**config.mk**
```make
export PLATFORM = sky130hd
export DESIGN_NAME = ws2812_ctrl
export DESIGN_NICKNAME = d
export VERILOG_FILES = /design/src/rtl/ws2812_ctrl.sv
export SDC_FILE = /design/constraint.sdc
export NUM_CORES = 1
export LEC_CHECK = 0
export ABC_AREA = 0
export CAP_MARGIN = 20
export CORE_ASPECT_RATIO = 1.5
export CORE_MARGIN = 5
export CORE_UTILIZATION = 55
export CTS_CLUSTER_SIZE = 28
export DETAILED_ROUTE_END_ITERATION = 16
export HOLD_SLACK_MARGIN = 0.12
export MAX_ROUTING_LAYER = met4
export PLACE_DENSITY = 0.79
export RECOVER_POWER = 50
export SLEW_MARGIN = 20
export SYNTH_ARGS = -nofsm -noshare
export SYNTH_HDL_FRONTEND = slang
export SYNTH_SLANG_ARGS = --single-unit
```
**constraint.sdc**
```tcl
create_clock -name clk_in -period 2.7 [get_ports clk_in]
set_input_delay 0.27 -clock clk_in [delete_from_list [all_inputs] [get_ports clk_in]]
set_output_delay 0.27 -clock clk_in [all_outputs]
set_load 0.01 [all_outputs]
```
**src/rtl/ws2812_ctrl.sv**
```systemverilog
// ws2812_ctrl: frame sequencer feeding the ws2812_out bit encoder.
// Reads LED_NUM pixel words from a synchronous buffer and shifts each one
// MSB-first into the encoder over the bit_rdy/bit_done handshake. After the
// last bit it holds the line idle for the latch period, then reports done.
module ws2812_ctrl #(
    parameter int          LED_NUM    = 64,
    parameter int          ADDR_WIDTH = 8,
    parameter logic [15:0] CNT_LATCH  = 16'd10000
) (
    input  logic                  clk_in,
    input  logic                  rst_in,
    input  logic                  frame_start_in,
    output logic [ADDR_WIDTH-1:0] rd_addr_out,
    input  logic [23:0]           rd_data_in,
    output logic                  bit_rdy_out,
    output logic                  bit_data_out,
    input  logic                  bit_done_in,
    output logic                  busy_out,
    output logic                  frame_done_out
);

    typedef enum logic [2:0] {
        S_IDLE,
        S_READ,
        S_LOAD,
        S_SEND,
        S_WAIT,
        S_LATCH
    } state_t;

    localparam logic [ADDR_WIDTH:0] LAST_PIX   = (ADDR_WIDTH + 1)'(LED_NUM - 1);
    localparam logic [ADDR_WIDTH:0] PIX_ONE    = (ADDR_WIDTH + 1)'(1);
    localparam logic [15:0]         LATCH_LAST = 16'(CNT_LATCH - 16'd1);

    state_t              state_q, state_d;
    logic [ADDR_WIDTH:0] pix_cnt_q, pix_cnt_d;
    logic [4:0]          bit_idx_q, bit_idx_d;
    logic [23:0]         shreg_q, shreg_d;
    logic [15:0]         latch_cnt_q, latch_cnt_d;
    logic                bit_rdy_q, bit_rdy_d;
    logic                busy_q, busy_d;
    logic                frame_done_q, frame_done_d;

    // Next-state logic; outputs are derived from the next state so they come
    // straight out of flops and line up with the state they describe.
    always_comb begin
        state_d     = state_q;
        pix_cnt_d   = pix_cnt_q;
        bit_idx_d   = bit_idx_q;
        shreg_d     = shreg_q;
        latch_cnt_d = latch_cnt_q;
        case (state_q)
            S_IDLE: begin
                if (frame_start_in) begin
                    pix_cnt_d = '0;
                    state_d   = S_READ;
                end
            end
            S_READ: state_d = S_LOAD;
            S_LOAD: begin
                shreg_d   = rd_data_in;
                bit_idx_d = 5'd0;
                state_d   = S_SEND;
            end
            S_SEND: state_d = S_WAIT;
            S_WAIT: begin
                if (bit_done_in) begin
                    if (bit_idx_q != 5'd23) begin
                        shreg_d   = {shreg_q[22:0], 1'b0};
                        bit_idx_d = bit_idx_q + 5'd1;
                        state_d   = S_SEND;
                    end else if (pix_cnt_q != LAST_PIX) begin
                        pix_cnt_d = pix_cnt_q + PIX_ONE;
                        state_d   = S_READ;
                    end else begin
                        latch_cnt_d = 16'd0;
                        state_d     = S_LATCH;
                    end
                end
            end
            S_LATCH: begin
                latch_cnt_d = latch_cnt_q + 16'd1;
                if (latch_cnt_q == LATCH_LAST) begin
                    state_d = S_IDLE;
                end
            end
            default: state_d = S_IDLE;
        endcase
        bit_rdy_d    = (state_d == S_SEND);
        busy_d       = (state_d != S_IDLE);
        // Done is high during the final latch cycle (count at its last value).
        frame_done_d = (state_d == S_LATCH) && (latch_cnt_d == LATCH_LAST);
    end

    // State and output registers with synchronous reset.
    always_ff @(posedge clk_in) begin
        if (rst_in) begin
            state_q      <= S_IDLE;
            pix_cnt_q    <= '0;
            bit_idx_q    <= 5'd0;
            shreg_q      <= 24'd0;
            latch_cnt_q  <= 16'd0;
            bit_rdy_q    <= 1'b0;
            busy_q       <= 1'b0;
            frame_done_q <= 1'b0;
        end else begin
            state_q      <= state_d;
            pix_cnt_q    <= pix_cnt_d;
            bit_idx_q    <= bit_idx_d;
            shreg_q      <= shreg_d;
            latch_cnt_q  <= latch_cnt_d;
            bit_rdy_q    <= bit_rdy_d;
            busy_q       <= busy_d;
            frame_done_q <= frame_done_d;
        end
    end

    assign rd_addr_out    = pix_cnt_q[ADDR_WIDTH-1:0];
    assign bit_data_out   = shreg_q[23];
    assign bit_rdy_out    = bit_rdy_q;
    assign busy_out       = busy_q;
    assign frame_done_out = frame_done_q;

endmodule
```
Yosys cells after proc, flatten, opt, wreduce, memory -nomap -nowiden
Cells that the tools add are included.
{"block": "totals", "in_bits": 28, "output_inout_bits": 12, "register_bits": 60, "elab_cells": 55}
{"block": "op_classes", "n_eq_ne": 16, "n_reduce_logical": 7, "n_mux": 21, "add_sub_neg": 3}
{"cell": "$mux W16", "count": 3}
{"cell": "$mux W24", "count": 2}
{"cell": "$pmux W24 S2", "count": 1}
{"cell": "$mux W9", "count": 4}
{"cell": "$eq A16 B14 Y1 const B", "count": 2}
{"cell": "$pmux W16 S2", "count": 1}
{"cell": "$pmux W3 S6", "count": 1}
{"cell": "$pmux W9 S2", "count": 1}
{"cell": "$add A16 B1 Y16 const B", "count": 1}
{"cell": "$mux W3", "count": 5}
{"cell": "$mux W5", "count": 2}
{"cell": "$ne A2 B2 Y1 const B", "count": 5}
{"cell": "$pmux W5 S2", "count": 1}
{"cell": "$add A9 B1 Y9 const B", "count": 1}
{"cell": "$eq A3 B2 Y1 const B", "count": 3}
{"cell": "$eq A3 B3 Y1 const B", "count": 3}
{"cell": "$ne A9 B6 Y1 const B", "count": 1}
{"cell": "$add A5 B1 Y5 const B", "count": 1}
{"cell": "$ne A5 B5 Y1 const B", "count": 1}
{"cell": "$reduce_and A5 Y1", "count": 1}
{"cell": "$reduce_bool A2 Y1", "count": 2}
{"cell": "$eq A3 B1 Y1 const B", "count": 1}
{"cell": "$logic_not A3 Y1", "count": 1}
{"cell": "$reduce_and A3 Y1", "count": 1}
{"cell": "other kinds (2)", "count": 2}

Depth between registers and ports, before layout
Gate-level depths: netlist (run 1).
{"block": "depth", "depth_word": 7, "depth_mapped": 9, "ltp_nobuf": 7}

Least setup slack after synthesis (run 1)
Ideal clock, no wire load.
{"block": "synth_timing", "path_kind": "flip-flop to flip-flop", "start": "register latch_cnt_q[0]", "end": "register frame_done_q (netlist: frame_done_out)", "path_slack_ns": 0.706, "t_arrival_ns": 1.906, "synth_period_minus_slack_ns": 1.994, "stages_incl_launch_ff": 8, "setup_ns": 0.088, "required_time_ns": 2.612, "n_path_buf": 0, "path_cell_list": "dfxtp_1 > ha_1 > nand3_1 > or4_1 > mux2i_1 > o21ai_0 > nand3_1 > nor4_2"}
{"block": "synth_between", "elab_chain_len": 6, "word_cells_on_any_way": 11, "classes_between": "add/sub: 1; eq/ne: 3; mux: 6; reduce/logical: 1"}
{"item": "start: declaration", "line_no": "39", "source": "logic [15:0] latch_cnt_q, latch_cnt_d;"}
{"item": "start signal: assignment", "line_no": "111", "source": "latch_cnt_q <= latch_cnt_d;"}
{"item": "branches (longest 5 deep; another with $add A16 B1 Y16)"}
{"item": "$logic_and A1 B1 Y1 (*)", "line_no": "92", "source": "frame_done_d = (state_d == S_LATCH) && (latch_cnt_d == LATCH_LAST);"}
{"item": "end signal: assignment", "line_no": "114", "source": "frame_done_q <= frame_done_d;"}
{"item": "end: declaration", "line_no": "42", "source": "logic frame_done_q, frame_done_d;"}
Mark *: on every way between the ends.
A chain may end at the register's enable or synchronous reset.

Worst setup path after layout (run 1)
Same ends and word-level chain as after synthesis.

==> results of run 1 <==
## through the flow
stage | cell area (um2) | hold WS, ns | setup slack, ns
3_5_place_dp | 3480 | 0.474 | 0.472
6_report | 3680 | 0.478 | 0.447
2_1_floorplan | 3150 | 0.406 | 0.706
3_3_place_gp | 3480 | 0.460 | 0.555
5_1_grt | 3680 | 0.493 | 0.267
4_1_cts | 3690 | 0.484 | 0.451
## registers in the layout (all words and copies together) (netlist names)
register        count
state_q             3
bit_idx_q           5
busy_out            1
bit_rdy_out         1
shreg_q            24
frame_done_out      1
latch_cnt_q        16
pix_cnt_q           9
## Yosys cell counts (all sizes together) (3+ instances only)
| cell | count | area share, % |
|---|---|---|
| a211oi | 24 | 5.7 |
| a21oi | 14 | 2.3 |
| a31o | 3 | 0.83 |
| a31oi | 3 | 0.60 |
| and2 | 6 | 1.3 |
| and3 | 4 | 0.79 |
| and4b | 3 | 1.0 |
| buf | 26 | 5.4 |
| clkbuf | 9 | 1.4 |
| dfxtp | 60 | 38 |
| ha | 3 | 1.2 |
| inv | 4 | 0.48 |
| mux2i | 26 | 8.3 |
| nand2 | 24 | 2.9 |
| nand2b | 3 | 0.60 |
| nand3 | 10 | 1.7 |
| nand4 | 16 | 3.7 |
| nor2 | 54 | 6.4 |
| nor3 | 12 | 1.9 |
| nor4 | 6 | 1.4 |
| nor4b | 3 | 0.83 |
| o21ai | 6 | 0.95 |
| xnor2 | 5 | 1.4 |
| xor2 | 10 | 2.8 |
## power by group
group	leakage, uW	total, uW	switching (uW)	internal (uW)
clock network	0.000102	877	358	519
registers	0.000487	993	42.1	951
logic	0.000666	273	137	135
## layer usage
metal | vias to the layer above | track usage, % | wire length [um]
li1 | 1348 | - | -
met3 | 15 | 4.78 | 362
met5 | - | - | 0
met4 | 0 | 8.83 | 172
met1 | 1236 | 20.6 | 2660
met2 | 80 | 34.6 | 3350
## layout by cell type, fill, tap and decap left out, types with 4 or more instances in the layout
cell and count:
a211oi_1 24, a21oi_1 14, and2_1 4, and3_1 4
buf_4 5, clkbuf_8 9, clkdlybuf4s50_1 27, dfxtp_1 60
dlygate4sd3_1 12, inv_1 4, mux2i_1 26, nand2_1 24
nand3_1 10, nand4_1 15, nor2_1 54, nor3_1 12
nor4_1 5, o21ai_0 6, xnor2_1 5, xor2_1 10
## worst max path at each step
stage | endpoint | slack (ns) | from | cells after the start
floorplan | frame_done_out | 0.71 | latch_cnt_q[0] | 7
global placement | frame_done_out | 0.56 | latch_cnt_q[0] | 7
detailed placement | frame_done_out | 0.47 | latch_cnt_q[0] | 7
CTS | frame_done_out | 0.45 | latch_cnt_q[0] | 7
global route | frame_done_out | 0.27 | latch_cnt_q[0] | 7
finish | frame_done_out | 0.45 | latch_cnt_q[0] | 7
## cells by family after synthesis
family / share of synthesized area [%]
buf+inv: 7.30
simple gates: 27.6
flops: 38.1
compound gates: 13.0
fa+ha+maj: 1.19
xor+xnor: 4.17
mux: 8.61
## final cells by class
type / instances / area, um2
fillers: 489 / 1850
multi-input cells: 265 / 1710
inverters: 4 / 15.0
clock inverters: 6 / 88.8
repair buffers: 45 / 448
clock buffers: 10 / 128
well taps: 70 / 87.6
flip-flops and latches: 60 / 1200
## worst max-delay path, delay by kind of cell (launching register included)
| family | cells | cell delay [ns] |
|---|---|---|
| multiplexers | 1 | 0.14 |
| AO/OA/AOI/OAI | 1 | 0.09 |
| AND/OR/NAND/NOR | 4 | 1.18 |
| flip-flops | 1 | 0.48 |
| adder cells (fa/ha/maj) | 1 | 0.28 |
==> flow_metrics.py, run 1 <==
metrics = {
    "sta": {
        "finalClockSkew_ns": 0.00715,
        "clock.fmax_ghz": 0.444,
        "max_slew.worst_pin.slew_ns": 0.539,
        "min_period_over_period_pct": 83.4,
        "layout_min_cycle_time_ns": 2.25,
        "setup_violations": 0,
        "hold_violations": 0,
        "slew_viol_final": 0,
        "slew_headroom_pct": 64.0,
        "rsz0062_at_grt": "false",
        "finalSetupTns_ns": 0,
    },
    "critical_path": {
        "worstPathRequired_ns": 2.95,
        "cp_common_cell": "nand3_1",
        "path_max_fanout": 9,
        "r2r-start": "latch_cnt_q[0]",
        "reg2reg_depth": 7,
        "timing.rr.end": "frame_done_out",
        "crit_chain": "ha_1 -> nand3_1 -> or4_1 -> mux2i_1 -> o21ai_0 -> nand3_1 -> nor4_2",
        "setup.worst_path.class": "reg2reg",
        "arrival_ns": 2.51,
        "endpoint_kind": "register",
        "critical_path.startpoint_type": "register",
        "slowest_delay_ns": 0.61,
        "reg2reg_slack_ns": 0.45,
        "slowest_stage": "or4_1",
    },
    "clock_tree": {
        "cts_tree": "built",
        "clk_path_buf_depth": 2,
        "path_clk_slew_ns": 0.07,
        "cts_hold_buf": 0,
        "cts_made_buffers": 9,
        "cts_resized": 0,
        "root_buffer": "clkbuf_8",
        "h-tree-depth": 3,
        "clk_latency_ns": 0.34,
        "postCtsSetupBuffers": 0,
        "clock_sinks": 60,
    },
    "min_path": {
        "worstHoldPathCells": 2,
        "min-delay-path-class": "reg2reg",
        "worstHoldEndpoint": "shreg_q[0]",
        "min_from": "shreg_q[0]",
    },
    "final_layout": {
        "area_growth_pct": 16.8,
        "drive_gt1_share_pct": 8.97,
        "antennaDiodeCount": 0,
        "layout.cells.non_filler": 460,
        "fin_util_pct": 66.6,
        "final_nets": 416,
    },
    "placement": {
        "port_buffers": 39,
        "place_congestion": 0.842,
        "dp_cells": 444,
        "dp_hpwl_um": 4780,
    },
    "synth": {
        "synth-edff-count": 0,
        "ys_seq_elements": 60,
        "synth.avg_cell_area_um2": 8.66,
        "ys.flop_type": "dfxtp_1",
        "synth_area_um2": 3150,
        "syn_nets": 395,
        "async_flop_share_pct": 0,
        "yosysWarnings": 0,
        "yosysSeqAreaShare_pct": 38.1,
        "synth_cell_types": 58,
        "synthCells": 364,
    },
    "die": {
        "core_um2": 5530,
        "ioPinCount": 40,
        "start_util_pct": 57.0,
        "rows": 33,
        "die_area_um2": 7380,
        "fp.dieW_um": 71.8,
        "die_y_um": 103,
    },
    "drt": {
        "drtIter0Drc": 236,
        "drcViolationCount": 0,
        "wirelength_um": 6550,
        "first_pass_iters": 4,
        "ant_nets": 0,
        "vias": 2679,
        "avgRoutedWirePerCell_um": 14.2,
        "routed_via_density": 5.82,
    },
    "power_and_ir_drop": {
        "leakage_uw": 0.00126,
        "ir_drop_uv": 411,
        "power_density_nw_per_um2": 582,
        "power.total_uw": 2140,
    },
    "global_route": {
        "overflow": 0,
        "grt_pass1_wl_um": 11200,
        "antenna_found_initial": 0,
        "grt_max_degree": 51,
        "grt_pass1_vias": 2546,
        "track_usage_pct": 19.7,
    },
    "flow_run": {
        "max-cap-violations": 0,
    },
    "outcome": {
        "outcome": "completed",
    },
}
No activity file was read; power rests on OpenSTA's default activity.
==> run 2, diff against run 1 <==
--- a/config.mk
+++ b/config.mk
@@ -9,12 +9,12 @@
 export CAP_MARGIN = 20
 export CORE_ASPECT_RATIO = 1.5
 export CORE_MARGIN = 5
-export CORE_UTILIZATION = 55
+export CORE_UTILIZATION = 50
 export CTS_CLUSTER_SIZE = 28
 export DETAILED_ROUTE_END_ITERATION = 16
 export HOLD_SLACK_MARGIN = 0.12
 export MAX_ROUTING_LAYER = met4
-export PLACE_DENSITY = 0.79
+export PLACE_DENSITY = 0.76
 export RECOVER_POWER = 50
 export SLEW_MARGIN = 20
 export SYNTH_ARGS = -nofsm -noshare
==> constraint.sdc (replaced) <==
create_clock -name clk_in -period 2 [get_ports clk_in]
set_input_delay 0.2 -clock clk_in [delete_from_list [all_inputs] [get_ports clk_in]]
set_output_delay 0.2 -clock clk_in [all_outputs]
set_load 0.01 [all_outputs]
==> flow_metrics.py, run 2 (same netlist as run 1, synthesis figures left out) <==
metrics = {
    "sta": {
        "layout_min_cycle_time_ns": 1.95,
        "min_period_over_period_pct": 97.7,
        "finalSetupTns_ns": 0,
        "hold_violations": 0,
        "finalClockSkew_ns": 0.00660,
        "slew_headroom_pct": 75.1,
        "max_slew.worst_pin.slew_ns": 0.371,
        "hold_ws_ns": 0.452,
        "setup_violations": 0,
        "slew_viol_final": 0,
        "clock.fmax_ghz": 0.512,
    },
    "drt": {
        "vias": 2841,
        "avgRoutedWirePerCell_um": 14.6,
        "drcViolationCount": 0,
        "ant_nets": 0,
        "first_pass_iters": 5,
        "wirelength_um": 7210,
        "routed_via_density": 5.75,
        "drtIter0Drc": 226,
    },
    "final_layout": {
        "final_nets": 446,
        "layout.cells.non_filler": 494,
        "largest_reg_flops": 24,
        "final_cell_mix": "57 x dfxtp_1, 54 x nor2_1, 35 x buf_4, 27 x clkdlybuf4s50_1, 26 x mux2i_1",
        "antennaDiodeCount": 0,
        "area_growth_pct": 24.5,
        "regMostFlops": "shreg_q",
        "drive_gt1_share_pct": 19.0,
        "multiInputGateArea_um2": 1760,
        "seq_area_um2": 1200,
        "filler_cell_count": 523,
        "top_regs": "shreg_q x24, latch_cnt_q x16, pix_cnt_q x9",
        "final_common_cell": "dfxtp_1",
    },
    "clock_tree": {
        "path_clk_slew_ns": 0.07,
        "cts_made_buffers": 9,
        "cts_tree": "built",
        "root_buffer": "clkbuf_8",
        "clock_sinks": 60,
        "clk_path_buf_depth": 2,
        "clk_latency_ns": 0.33,
        "h-tree-depth": 3,
    },
    "global_route": {
        "track_usage_pct": 19.0,
        "overflow": 0,
        "grt_max_degree": 48,
        "antenna_found_initial": 0,
        "grt_pass1_vias": 2746,
        "grt_pass1_wl_um": 11800,
    },
    "die": {
        "ioPinCount": 40,
        "start_util_pct": 51.4,
        "rows": 35,
        "die_area_um2": 8030,
        "fp.dieW_um": 74.8,
        "core_um2": 6130,
        "die_y_um": 107,
    },
    "critical_path": {
        "path_max_fanout": 3,
        "arrival_ns": 2.20,
        "setup.worst_path.class": "reg2reg",
        "critical_path.startpoint_type": "register",
        "endpoint_kind": "register",
        "worstPathRequired_ns": 2.25,
    },
    "power_and_ir_drop": {
        "p_sw_uw": 744,
        "power.total_uw": 2710,
        "ir_drop_uv": 556,
        "pwr-share-seq_pct": 49.4,
        "internal-power_uw": 1970,
        "comb_power_share_pct": 14.6,
        "power_density_nw_per_um2": 691,
        "leakage_uw": 0.00140,
        "power_switching_share_pct": 27.5,
        "p_clk_share_pct": 36.0,
    },
    "outcome": {
        "outcome": "completed",
    },
    "placement": {
        "dp_hpwl_um": 5170,
        "dp_cells": 476,
        "place_congestion": 0.881,
        "port_buffers": 39,
    },
    "flow_run": {
        "max-cap-violations": 0,
    },
    "min_path": {
        "min-delay-path-class": "in2reg",
    },
}
==> run 2: cell type report <==
cell class	count	area share [%]
multi-input cells	265	44.9
well taps	74	2.36
clock inverters	5	0.924
inverters	4	0.383
repair buffers	75	17.2
clock buffers	11	3.60
flip-flops and latches	60	30.7
==> run 2: metrics by stage <==
step / setup slack (ns) / cell area (um2) / utilization (%)
final: 0.0451 / 3930 / 64.0
after global routing: -0.0338 / 3930 / 64.0
after CTS: 0.00933 / 3870 / 63.2
after detailed placement: -0.0750 / 3690 / 60.2
after global placement: 0.0116 / 3690 / 60.2
after floorplan: 0.00576 / 3150 / -
==> run 2: power groups by stage <==
stage / clock, uW / sequential (uW) / combinational, uW
after detailed placement: 0 / 1360 / 397
after global placement: 0 / 1360 / 386
after CTS: 996 / 1340 / 400
final: 976 / 1340 / 396
after global routing: 1060 / 1350 / 442
after floorplan: 0 / 1350 / 270
==> run 2: path summary, 6_finish.rpt <==
kind	slack, ns	cells past startpoint	from	to
max	0.05	7	latch_cnt_q[0]	frame_done_out
min	0.45	3	rd_data_in[0]	shreg_q[0]
max reg2reg	0.05	7	latch_cnt_q[0]	frame_done_out
min reg2reg	0.47	2	shreg_q[0]	shreg_q[0]
==> run 2: what timing repair did <==
action	in CTS	in global routing
pin swaps	0	5
gates resized for setup	1	12
gates cloned	0	0
setup endpoints to repair	1	9
setup buffers	0	2
hold buffers	0	0
==> run 2: critical path, cell delays in order (launching register included) <==
cell	delay, ns
dfxtp_2	0.35
ha_2	0.19
nand3_1	0.11
or4_4	0.55
mux2i_1	0.13
o21ai_1	0.13
nand3_1	0.16
nor4_2	0.25
==> run 2: routing by layer <==
layer  up-vias  GRT usage (%)  share of wire [%]
met2        81           32.2                 52
met5         -              -                  0
met1      1327           20.4                 40
met3        19           5.33                5.0
met4         0           7.89                3.0
li1       1414              -                  -
==> run 3, diff against run 2 <==
--- a/config.mk
+++ b/config.mk
@@ -6,7 +6,7 @@
 export NUM_CORES = 1
 export LEC_CHECK = 0
 export ABC_AREA = 0
-export CAP_MARGIN = 20
+export CAP_MARGIN = 30
 export CORE_ASPECT_RATIO = 1.5
 export CORE_MARGIN = 5
 export CORE_UTILIZATION = 50
==> results of run 3 <==
Final layout, timing and power as in run 2 (identical DEF).
